**src/rtl/hack_run_ctrl.sv**
```systemverilog
// Boot/run sequencer for the Hack computer: streams a program into ROM while
// the CPU is held in reset, boots it, then gates execution with a clock enable
// until the cycle budget runs out or the @END / 0;JMP idiom is seen.
module hack_run_ctrl #(
  parameter int ADDR_W      = 15,
  parameter int DATA_W      = 16,
  parameter int MAX_CYCLES  = 1000,
  parameter int HALT_DETECT = 1
) (
  input  logic              clock,
  input  logic              reset,
  input  logic              load_start,
  input  logic              in_valid,
  output logic              in_ready,
  input  logic [DATA_W-1:0] in_data,
  input  logic              in_last,
  output logic              rom_we,
  output logic [ADDR_W-1:0] rom_addr,
  output logic [DATA_W-1:0] rom_wdata,
  output logic              cpu_reset,
  output logic              cpu_en,
  input  logic [ADDR_W-1:0] cpu_pc,
  input  logic              step_mode,
  input  logic              step,
  output logic              busy,
  output logic              done,
  output logic              loop_halt,
  output logic              load_full,
  output logic [ADDR_W:0]   load_count,
  output logic [31:0]       cycle_count
);

  typedef enum logic [2:0] {S_IDLE, S_LOAD, S_BOOT, S_RUN, S_DONE} state_t;

  localparam logic [31:0]   BUDGET_LAST = (MAX_CYCLES == 0) ? 32'd0 : 32'(MAX_CYCLES - 1);
  localparam logic [ADDR_W-1:0] ADDR_ONE = 1;
  localparam logic [ADDR_W:0]   CNT_ONE  = 1;

  state_t            state, state_nxt;
  logic [ADDR_W-1:0] addr;
  logic              boot_cnt;
  logic [ADDR_W-1:0] p1, p2;
  logic [1:0]        hist_n;
  logic              match_q;

  logic accept, addr_end, run_en, hit, loop_stop, budget_stop;

  // Handshake, run enable and stop conditions
  always_comb begin
    accept      = in_valid & in_ready;
    addr_end    = &addr;
    run_en      = (state == S_RUN) && (step_mode ? step : 1'b1);
    hit         = (HALT_DETECT != 0) && run_en && (hist_n == 2'd2) && (cpu_pc == p2);
    loop_stop   = hit && match_q;
    budget_stop = (MAX_CYCLES != 0) && run_en && (cycle_count == BUDGET_LAST);
  end

  assign rom_we    = accept;
  assign rom_addr  = addr;
  assign rom_wdata = in_data;

  // State register
  always_ff @(posedge clock or negedge reset) begin
    if (!reset) state <= S_IDLE;
    else        state <= state_nxt;
  end

  // Next state and state-decoded outputs
  always_comb begin
    state_nxt = state;
    in_ready  = 1'b0;
    cpu_reset = 1'b1;
    cpu_en    = 1'b0;
    busy      = 1'b0;
    done      = 1'b0;
    case (state)
      S_IDLE: if (load_start) state_nxt = S_LOAD;
      S_LOAD: begin
        in_ready = 1'b1;
        busy     = 1'b1;
        if (accept && (in_last || addr_end)) state_nxt = S_BOOT;
      end
      S_BOOT: begin
        // enabled under reset so the CPU actually latches PC=0
        cpu_en = 1'b1;
        busy   = 1'b1;
        if (boot_cnt) state_nxt = S_RUN;
      end
      S_RUN: begin
        cpu_reset = 1'b0;
        cpu_en    = run_en;
        busy      = 1'b1;
        if (load_start)                    state_nxt = S_LOAD;
        else if (loop_stop || budget_stop) state_nxt = S_DONE;
      end
      S_DONE: begin
        // CPU left out of reset so RAM/PC can be inspected
        cpu_reset = 1'b0;
        done      = 1'b1;
        if (load_start) state_nxt = S_LOAD;
      end
      default: state_nxt = S_IDLE;
    endcase
  end

  // Load address/count, boot timer, cycle counter and PC history
  always_ff @(posedge clock or negedge reset) begin
    if (!reset) begin
      addr        <= '0;
      load_count  <= '0;
      load_full   <= 1'b0;
      loop_halt   <= 1'b0;
      cycle_count <= '0;
      boot_cnt    <= 1'b0;
      p1          <= '0;
      p2          <= '0;
      hist_n      <= '0;
      match_q     <= 1'b0;
    end else begin
      if (state != S_LOAD && state_nxt == S_LOAD) begin
        addr       <= '0;
        load_count <= '0;
        load_full  <= 1'b0;
        loop_halt  <= 1'b0;
      end
      if (accept) begin
        // the last address is written once and never wraps back onto word 0
        if (!addr_end) addr <= addr + ADDR_ONE;
        load_count <= load_count + CNT_ONE;
        if (addr_end && !in_last) load_full <= 1'b1;
      end
      if (state == S_LOAD && state_nxt == S_BOOT) begin
        cycle_count <= '0;
        boot_cnt    <= 1'b0;
        hist_n      <= '0;
        match_q     <= 1'b0;
      end
      if (state == S_BOOT) boot_cnt <= 1'b1;
      if (run_en) begin
        if (cycle_count != '1) cycle_count <= cycle_count + 32'd1;
        p1      <= cpu_pc;
        p2      <= p1;
        if (hist_n != 2'd2) hist_n <= hist_n + 2'd1;
        match_q <= hit;
        if (loop_stop && !load_start) loop_halt <= 1'b1;
      end
    end
  end

endmodule
```
**config.mk**
```make
export PLATFORM = sky130hd
export DESIGN_NAME = hack_run_ctrl
export DESIGN_NICKNAME = d
export VERILOG_FILES = /design/src/rtl/hack_run_ctrl.sv
export SDC_FILE = /design/constraint.sdc
export NUM_CORES = 1
export LEC_CHECK = 0
export BUFFER_PORTS_ARGS = -buffer_cell sky130_fd_sc_hd__buf_2
export CORE_MARGIN = 5
export CORE_UTILIZATION = 28
export DETAILED_ROUTE_END_ITERATION = 6
export GPL_TIMING_DRIVEN = 0
export PLACE_DENSITY = 0.46
export SYNTH_ARGS = -nofsm -noshare
export SYNTH_HDL_FRONTEND = slang
export SYNTH_SLANG_ARGS = --single-unit
```
**constraint.sdc**
```tcl
create_clock -name clock -period 2.9 [get_ports clock]
set_input_delay 0.29 -clock clock [delete_from_list [all_inputs] [get_ports clock]]
set_output_delay 0.29 -clock clock [all_outputs]
set_load 0.03 [all_outputs]
```
# == After elaboration in Yosys (flattened, before gate mapping) ==
# Cells that the tools add are included.
# word_totals
in_bits,38
wordCells,82
output_inout_bits,87
regBits,102
# op_classes
bitwise,1
add_sub_neg,4
mux,32
eq_ne,12
n_reduce_logical,22
# op_table
operator,count
2-to-1 mux 32 bit,3
2-to-1 mux 15 bit,3
adder 32 x 1 -> 32 bit (second input constant),1
equality test 32 x 10 -> 1 bit (second input constant),1
2-to-1 mux 16 bit,2
inequality test 32 bit (second input constant),1
adder 16 x 1 -> 16 bit (second input constant),1
adder 15 x 1 -> 15 bit (second input constant),1
equality test 15 bit,1
2-to-1 mux 3 bit,5
AND reduction 15 bit,1
2-to-1 mux 1 bit,14
one-hot mux 3 bit (4 select lines),1
logical AND 1 bit,10
equality test 3 x 2 -> 1 bit (second input constant),3
equality test 3 x 1 -> 1 bit (second input constant),2
2-to-1 mux 2 bit,3
nonzero test 2 bit,3
OR reduction 2 bit,2
equality test 3 bit (second input constant),1
logical NOT 3 bit,1
inequality test 3 x 1 -> 1 bit (second input constant),1
OR reduction 3 bit,1
adder 2 x 1 -> 2 bit (second input constant),1
other kinds (6),8

# == Depth between registers and ports, before layout ==
# Gate-level depths: netlist of run 1.
# logic_depth
depth_word,14
depth_mapped,9
depth_no_buf,7

# == Worst setup path after synthesis of run 1 ==
# OpenSTA, ideal clock, no wires.
# synth_timing
kind,register -> register
from,register state[1]
to,register load_count[12]
path_stages_with_launch,8
t_required_ns,2.816
arrival_time_ns,2.570
period_less_slack_ns,2.654
path_buffers,2
setup_ns,0.084
setup_slack_ns,0.246
cell_sequence,dfrtp_1 buf_2 nor3b_1 nand2_1 clkinv_1 buf_1 nand4_1 o21ai_0
# synth_via
word_cells_on_any_way,26
classes_between,eq/ne (6); mux (8); bitwise (1); reduce/logical (11)
# synth_rtl
item,line,text
"start, declared",39,"state_t state, state_nxt;"
"start signal, assigned",65,else state <= state_nxt;
equality test 3 x 1 -> 1 bit (*),76,case (state)
2-to-1 mux 1 bit (*),76,
net in_ready,14,"output logic in_ready,"
bitwise AND 1 bit (*),50,accept = in_valid & in_ready;
net rom_we,17,"output logic rom_we,"
logical AND 1 bit,81,if (accept && (in_last || addr_end)) state_nxt = S_BOOT;
2-to-1 mux 3 bit,81,
one-hot mux 3 bit (4 select lines),76,
equality test 3 x 1 -> 1 bit,120,if (state != S_LOAD && state_nxt == S_LOAD) begin
logical AND 1 bit,120,
nonzero test 2 bit (no source line),--,
"end signal, assigned",129,load_count <= load_count + CNT_ONE;
"end, declared",29,"output logic [ADDR_W:0] load_count,"
# The timed path passes the listed nets; every way through them passes the cells marked *.
# A chain may end at the register's enable or synchronous reset.

# == Worst setup path after layout of run 1 ==
# layout_timing
from,register state[0]
to,output port rom_we
# layout_via
elab_chain_len,3
# layout_lines
item,line
equality test 3 x 1 -> 1 bit,76
2-to-1 mux 1 bit,76
bitwise AND 1 bit,50
"end, declared",17
# No other way between the ends.

==> flow_metrics.env, run 1 <==
export IMPL_timing_final_setup_violations=0
export IMPL_setup_worst_path_class="flop to output pin"
export IMPL_worstSetupStartpointType="flop"
export IMPL_cp_slowest_stage_delay_ps=500
export IMPL_post_route_period_util=0.923
export IMPL_final_antenna_net_count=0
export IMPL_cp_depth=5
export IMPL_relSlewSlack=0.468
export IMPL_grt_start_max_net_pins=54
export IMPL_synth_enable_flop_cells=0
export IMPL_netlist_area_um2=5350
export IMPL_path_max_fanout=10
export IMPL_ys_warn_count=0
export IMPL_finalSetupTns_ps=0
export IMPL_ratio_of_cells_with_drive_above_1_in_the_final_layout=0.215
export IMPL_antenna_fix_cells=0
export IMPL_final_core_utilization=0.348
export IMPL_netlist_cell_type_count=50
export IMPL_drc_errors=0
export IMPL_share_comb_of_total_power=0.334
export IMPL_switching_share=0.404
export IMPL_die_area_um2=22000
export IMPL_grt_first_pass_wirelength_um=25600
export IMPL_wire_per_inst_um=16.1
export IMPL_peakVddDrop_v=0.000322
export IMPL_ios=125
export IMPL_reg2reg_setup_slack_ps=230
export IMPL_tritoncts="done"
export IMPL_netlist_top_cells_count="sky130_fd_sc_hd__nand2_1 (147), sky130_fd_sc_hd__dfrtp_1 (102), sky130_fd_sc_hd__o21ai_0 (61), sky130_fd_sc_hd__nor2_1 (45)"
export IMPL_fin_skew_ps=8.42
export IMPL_fin_ws_ps=222
export IMPL_pwr_share_clk=0.270
export IMPL_fp_dieH_um=148
export IMPL_postSynthNetCount=663
export IMPL_synthCells=622
export IMPL_netlist_top_cells_area="sky130_fd_sc_hd__dfrtp_1 (48%), sky130_fd_sc_hd__nand2_1 (10%), sky130_fd_sc_hd__o21ai_0 (5.7%)"
export IMPL_hp_start="load_start"
export IMPL_initialDrtViolationCount=179
export IMPL_seq_area_frac_synth=0.477
export IMPL_setup_repair_after_global_routing_missed_its_margin="false"
export IMPL_timing_critical_path_cells="nor3b_1 -> nand2_1 -> clkinv_1 -> buf_1 -> buf_2"
export IMPL_clkSlewWorstSetupHoldPaths_ps=80
export IMPL_n_fill_cell=1949
export IMPL_timing_critical_path_required_ps=2610
export IMPL_final_wl_um=15800
export IMPL_synth_top_cell_area_share=0.477
export IMPL_fmax_mhz=373
export IMPL_run_status="completed"
export IMPL_worst_hold_path_num_cells=2
export IMPL_standard_cell_core_area_um2=18800
export IMPL_hold_end="state[2]"
export IMPL_synth_largest_area_cell="sky130_fd_sc_hd__dfrtp_1"
export IMPL_synth_area_per_cell_um2=8.60
export IMPL_ff_latch_area_um2=2550
export IMPL_power_internal_uw=2900
export IMPL_htree_levels=3
export IMPL_timing_rr_start="cycle_count[0]"
export IMPL_power_per_cell_area_nw_per_um2=744
export IMPL_initial_utilization=0.285
export IMPL_clock_insertion_delay_at_the_later_pin_of_the_skew_report_ps=360
export IMPL_worst_hold_path_type="primary input to flop"
export IMPL_power_uw=4860
export IMPL_end_kind="output pin"
export IMPL_antenna_violations_before_repair=0
export IMPL_finalMaxSlewViolations=0
export IMPL_grt_use_total=0.144
export IMPL_firstDrtPassIters=5
export IMPL_synthFlopType="sky130_fd_sc_hd__dfrtp_1"
export IMPL_dp_hpwl_um=11400
export IMPL_critical_path_buffer_and_inverter_count=3
export IMPL_ys_async_sr_fraction=1.00
export IMPL_netSwitchingPower_uw=1960
export IMPL_final_period_minus_worst_setup_slack_ps=2680
export IMPL_cap_viol_max_count=0
export IMPL_width_of_the_die_um=148
export IMPL_port_buffers=108
export IMPL_grt_pass1_vias=4932
export IMPL_seq_power_share=0.395
export IMPL_synth_most_common_cell="sky130_fd_sc_hd__nand2_1"
export IMPL_numnets_final=784
export IMPL_numCtsBuffers=9
export IMPL_power_static_leakage_uw=0.00316
export IMPL_critical_path_top_delay_family="buffers and inverters"
export IMPL_cts_num_sinks=102
export IMPL_cp_data_arrival_time_ps=2390
export IMPL_ctsRootBufferMaster="sky130_fd_sc_hd__clkbuf_16"
export IMPL_hold_worst_slack_ps=140
export IMPL_r2r_cells=9
export IMPL_slowest_stage="sky130_fd_sc_hd__dfrtp_1"
export IMPL_dp_slack_ps=283
export IMPL_via_per_inst=5.03
export IMPL_critical_path_reg2reg_endpoint="cycle_count[11]"
export IMPL_synthToLayoutAreaGrowth_pct=22.2
export IMPL_maximum_count_of_clock_buffers_along_a_single_path=2
export IMPL_yosys_register_bits=102
export IMPL_floorplan_rows=50
export IMPL_num_vias=4942
export IMPL_multiInputGateArea_um2=2500
export IMPL_overflow=0
export IMPL_routability_congestion_estimate_from_global_placement=0.813
export IMPL_post_cts_resized_instances=0
export IMPL_hold_viol_final=0
export IMPL_tightest_slew_ps=792
-- state kept, by name (all words and copies together) (netlist names), 2 cells and up --
| signal | flops |
|---|---|
| cycle_count | 32 |
| load_count | 16 |
| p1 | 15 |
| p2 | 15 |
| rom_addr | 15 |
| state | 3 |
| hist_n | 2 |
-- power groups by stage --
stage                     combinational [uW]  clock [uW]  sequential (uW)
after floorplan                         1050           0             1990
after CTS                               1660        1350             1920
final                                   1630        1310             1920
after global routing                    1830        1400             1960
after detailed placement                1650           0             1950
after global placement                  1620           0             1930
-- cell usage in the layout, fill, tap and decap left out, types with 9 or more instances in the layout --
master / n
sky130_fd_sc_hd__inv_1: 10
sky130_fd_sc_hd__dfrtp_1: 102
sky130_fd_sc_hd__a31oi_1: 25
sky130_fd_sc_hd__and3_1: 11
sky130_fd_sc_hd__clkbuf_1: 13
sky130_fd_sc_hd__a21oi_1: 13
sky130_fd_sc_hd__o21ai_0: 61
sky130_fd_sc_hd__xor2_1: 15
sky130_fd_sc_hd__nand3_1: 25
sky130_fd_sc_hd__nor3_1: 12
sky130_fd_sc_hd__buf_4: 17
sky130_fd_sc_hd__clkbuf_16: 9
sky130_fd_sc_hd__buf_2: 114
sky130_fd_sc_hd__nand4_1: 24
sky130_fd_sc_hd__nor2_1: 45
sky130_fd_sc_hd__xnor2_1: 15
sky130_fd_sc_hd__nand2_1: 147
-- routing by layer --
metal	up-vias	global-route usage	wire [um]
met2	126	0.239	7620
met1	2401	0.189	7140
met3	15	0.0329	884
li1	2400	-	-
met4	0	0.0388	197
met5	-	0	0
-- what timing repair did --
action	CTS	global route
buffers inserted	0	0
endpoints found under the hold margin	22	0
hold buffers	1	0
-- area by class of cell --
cell class,count,share of cell area
multi-input combinational,466,0.383
timing repair buffer,110,0.0888
buffer,43,0.0387
tap,234,0.0448
clock buffer,9,0.0345
sequential,102,0.391
inverter,11,0.00632
clock inverter,7,0.0134
-- worst max-delay path by stage --
stage              startpoint  slack, ps              end
2_1_floorplan        state[1]        250   load_count[12]
3_3_place_gp   cycle_count[0]        240  cycle_count[19]
3_5_place_dp   cycle_count[0]        280  cycle_count[11]
4_1_cts              state[1]        140           rom_we
5_1_grt        cycle_count[0]          6   cycle_count[2]
6_report             state[0]        220           rom_we
-- stage by stage --
step	std cells	cell area, um2
after detailed placement	965	6210
after floorplan	622	5350
final	982	6540
after global placement	964	6180
after global routing	982	6540
after CTS	982	6540
-- cell families (layout without fill, tap and decap cells) --
family,count (synthesis),count (layout),share of synthesized area
muxes,3,3,0.00561
xor gates and xnor gates,30,30,0.0491
and+or+nand+nor,300,300,0.261
adders and majority gates,3,3,0.00702
buffers and inverters,54,180,0.0550
AOI/OAI and AO/OA,130,130,0.145
DFF,102,102,0.477
-- worst reg2reg max path, cell delays in order, from the launching register on --
cell and delay (ps):
sky130_fd_sc_hd__dfrtp_1 490, sky130_fd_sc_hd__ha_1 310, sky130_fd_sc_hd__nand4_1 160, sky130_fd_sc_hd__or3_1 340, sky130_fd_sc_hd__buf_2 170, sky130_fd_sc_hd__o31ai_4 570, sky130_fd_sc_hd__buf_6 240, sky130_fd_sc_hd__a21oi_1 50
sky130_fd_sc_hd__o21ai_1 140, sky130_fd_sc_hd__o21ai_0 90
Note: power is estimated with default switching activity, not from simulation.
==> run 2: changes to the inputs <==
--- a/config.mk
+++ b/config.mk
@@ -5,12 +5,14 @@
 export SDC_FILE = /design/constraint.sdc
 export NUM_CORES = 1
 export LEC_CHECK = 0
+export ABC_AREA = 1
 export BUFFER_PORTS_ARGS = -buffer_cell sky130_fd_sc_hd__buf_2
 export CORE_MARGIN = 5
 export CORE_UTILIZATION = 28
 export DETAILED_ROUTE_END_ITERATION = 6
 export GPL_TIMING_DRIVEN = 0
 export PLACE_DENSITY = 0.46
+export SLEW_MARGIN = 10
 export SYNTH_ARGS = -nofsm -noshare
 export SYNTH_HDL_FRONTEND = slang
 export SYNTH_SLANG_ARGS = --single-unit
==> run 2 against run 1 <==
Clock-buffer cell count grew 2; global-route usage shrank 0.58 points; maximum frequency grew 15%; register-to-register slack gained 340 ps; critical path type is now flop to flop; critical endpoint is now cycle_count[29].
==> flow_metrics.env, run 2 <==
export IMPL_synthToLayoutAreaGrowth_pct=20.7
export IMPL_reg2reg_setup_slack_ps=570
export IMPL_clkSlewWorstSetupHoldPaths_ps=70
export IMPL_worstSetupStartpointType="flop"
export IMPL_ios=125
export IMPL_setup_repair_after_global_routing_missed_its_margin="false"
export IMPL_dp_slack_ps=526
export IMPL_placement_cell_area_um2=6640
export IMPL_final_wl_um=15900
export IMPL_hp_start="cpu_pc[6]"
export IMPL_netlist_cell_type_count=41
export IMPL_maxUsedRoutingLayer="met4"
export IMPL_via_per_inst=4.44
export IMPL_r2r_cells=13
export IMPL_power_per_cell_area_nw_per_um2=883
export IMPL_timing_final_setup_violations=0
export IMPL_grt_pass1_vias=4943
export IMPL_grt_first_pass_wirelength_um=26400
export IMPL_floorplan_rows=52
export IMPL_routability_congestion_estimate_from_global_placement=0.776
export IMPL_antenna_violations_before_repair=0
export IMPL_wire_per_inst_um=14.0
export IMPL_ys_warn_count=0
export IMPL_largestRegisters="cycle_count: 32 flops, load_count: 16 flops"
export IMPL_yosys_register_bits=102
export IMPL_largest_register_ffs=32
export IMPL_m1WireLength_um=7820
export IMPL_width_of_the_die_um=153
export IMPL_worst_hold_path_type="primary input to flop"
export IMPL_worst_hold_path_num_cells=3
export IMPL_timing_critical_path_required_ps=3130
export IMPL_netlist_top_cells_count="sky130_fd_sc_hd__nand2_1 (202), sky130_fd_sc_hd__dfrtp_1 (102), sky130_fd_sc_hd__inv_1 (86), sky130_fd_sc_hd__nand3_1 (70), sky130_fd_sc_hd__o21ai_0 (56)"
export IMPL_ctsRootBufferMaster="sky130_fd_sc_hd__clkbuf_16"
export IMPL_end_kind="flop"
export IMPL_standard_cell_core_area_um2=20200
export IMPL_postSynthNetCount=778
export IMPL_finalMaxSlewViolations=0
export IMPL_cap_viol_max_count=0
export IMPL_netlist_top_cells_area="sky130_fd_sc_hd__dfrtp_1 (45%), sky130_fd_sc_hd__nand2_1 (13%), sky130_fd_sc_hd__nand3_1 (6.1%)"
export IMPL_dp_cells=1116
export IMPL_synthFlopType="sky130_fd_sc_hd__dfrtp_1"
export IMPL_initial_utilization=0.284
export IMPL_maximum_count_of_clock_buffers_along_a_single_path=2
export IMPL_ys_async_sr_fraction=1.00
export IMPL_grt_use_total=0.138
export IMPL_n_fill_cell=2218
export IMPL_cp_data_arrival_time_ps=2560
export IMPL_fin_skew_ps=4.85
export IMPL_relSlewSlack=0.577
export IMPL_peakVddDrop_v=0.000278
export IMPL_port_buffers=108
export IMPL_post_route_period_util=0.803
export IMPL_hold_viol_final=0
export IMPL_register_with_the_highest_flop_count="cycle_count"
export IMPL_final_antenna_net_count=0
export IMPL_netlist_area_um2=5720
export IMPL_met2WireLength_um=7190
export IMPL_synth_largest_area_cell="sky130_fd_sc_hd__dfrtp_1"
export IMPL_synth_top_cell_area_share=0.446
export IMPL_numCtsBuffers=9
export IMPL_synth_enable_flop_cells=0
export IMPL_synth_most_common_cell="sky130_fd_sc_hd__nand2_1"
export IMPL_initialDrtViolationCount=211
export IMPL_hold_end="p1[6]"
export IMPL_tritoncts="done"
export IMPL_final_common_cell="sky130_fd_sc_hd__nand2_1"
export IMPL_power_uw=6100
export IMPL_run_status="completed"
export IMPL_tightest_slew_ps=629
export IMPL_synth_area_per_cell_um2=7.77
export IMPL_critical_path_reg2reg_endpoint="cycle_count[29]"
export IMPL_die_area_um2=23400
export IMPL_finalSetupTns_ps=0
export IMPL_clock_insertion_delay_at_the_later_pin_of_the_skew_report_ps=350
export IMPL_timing_rr_start="cycle_count[0]"
export IMPL_post_cts_repair_setup_buffers=0
export IMPL_grt_start_max_net_pins=69
export IMPL_synthCells=737
export IMPL_htree_levels=3
export IMPL_path_max_fanout=10
export IMPL_fp_dieH_um=153
export IMPL_numnets_final=899
export IMPL_drc_errors=0
export IMPL_power_static_leakage_uw=0.00351
export IMPL_firstDrtPassIters=4
export IMPL_ratio_of_cells_with_drive_above_1_in_the_final_layout=0.216
export IMPL_final_cell_area_um2=6910
export IMPL_dp_hpwl_um=11800
export IMPL_cts_num_sinks=102
export IMPL_fin_ws_ps=572
export IMPL_seq_area_frac_synth=0.446
export IMPL_final_period_minus_worst_setup_slack_ps=2330
export IMPL_dr_wl_met3_um=643
export IMPL_final_cell_count_no_fill=1131
export IMPL_final_cell_mix="sky130_fd_sc_hd__nand2_1 (202), sky130_fd_sc_hd__buf_2 (109), sky130_fd_sc_hd__dfrtp_1 (102)"
export IMPL_setup_worst_path_class="flop to flop"
export IMPL_overflow=0
export IMPL_num_vias=5026
export IMPL_antenna_fix_cells=0
export IMPL_fmax_mhz=429
==> run 2: cell count changes after synthesis, sizes merged, moves of 8 or more <==
cell / change
and3: -11
nand2: +61
nand4: -8
o22ai: +9
nand3: +47
xor2: +20
inv: +84
and4: -8
xnor2: -13
a31oi: -25
==> run 2: routing by layer <==
metal  global-route usage  vias to the layer above
met2                0.216                      113
met1                0.195                     2306
li1                     -                     2594
met3               0.0280                       13
met4               0.0369                        0
met5                    0                        -
==> run 2: layout make-up <==
| cell class | count | area (um2) | area share |
|---|---|---|---|
| Timing Repair Buffer | 110 | 584 | 0.0846 |
| Tap cell | 270 | 338 | 0.0489 |
| Clock inverter | 3 | 21.3 | 0.00308 |
| Clock buffer | 11 | 243 | 0.0351 |
| Inverter | 95 | 357 | 0.0516 |
| Sequential cell | 102 | 2550 | 0.369 |
| Buffer | 36 | 250 | 0.0362 |
| Multi-Input combinational cell | 504 | 2560 | 0.371 |
==> run 2: kinds of logic after synthesis <==
logic type | Yosys count | synth area share
AO/OA/AOI/OAI | 94 | 0.0949
flip-flops | 102 | 0.446
adder cells (fa/ha/maj) | 3 | 0.00656
AND/OR/NAND/NOR | 370 | 0.290
buffers and inverters | 131 | 0.106
XOR/XNOR | 37 | 0.0566
==> run 2: worst max-delay path by stage <==
stage	start	endpoint	slack, ps	depth (start not counted)
CTS	state[2]	rom_we	510	7
floorplan	cycle_count[0]	cycle_count[2]	690	13
detailed placement	cycle_count[0]	cycle_count[22]	530	13
finish	cycle_count[0]	cycle_count[29]	570	13
global placement	reset	p1[8]	140	1
global route	cycle_count[0]	cycle_count[12]	350	13
==> run 2: worst max-delay path: stages, from the launching register on <==
cell,delay [ps]
sky130_fd_sc_hd__dfrtp_1,440
sky130_fd_sc_hd__ha_1,260
sky130_fd_sc_hd__nand4_2,170
sky130_fd_sc_hd__nor2_4,140
sky130_fd_sc_hd__nand2_2,100
sky130_fd_sc_hd__nor3_4,190
sky130_fd_sc_hd__inv_2,70
sky130_fd_sc_hd__nor2_4,130
sky130_fd_sc_hd__nand3_2,110
sky130_fd_sc_hd__nand2_4,160
sky130_fd_sc_hd__inv_2,60
sky130_fd_sc_hd__buf_2,200
sky130_fd_sc_hd__nand2_1,110
sky130_fd_sc_hd__o21ai_2,50
==> run 2: stage by stage <==
stage / hold slack [ps] / utilization
after CTS: 153 / 0.343
final: 171 / 0.343
after global placement: 456 / 0.327
after detailed placement: 216 / 0.329
after floorplan: -5.59 / -
after global routing: 181 / 0.343
==> run 2: report_power, final <==
group	switching [uW]	internal, uW
Clock	545	599
Combinational	1860	823
Sequential	418	1860
Total	2820	3280
==> run 2: repair_timing <==
action,in CTS,in global routing
endpoints found under the setup margin,0,0
gates resized for setup,0,0
hold endpoints to repair,34,0
hold buffers,1,0
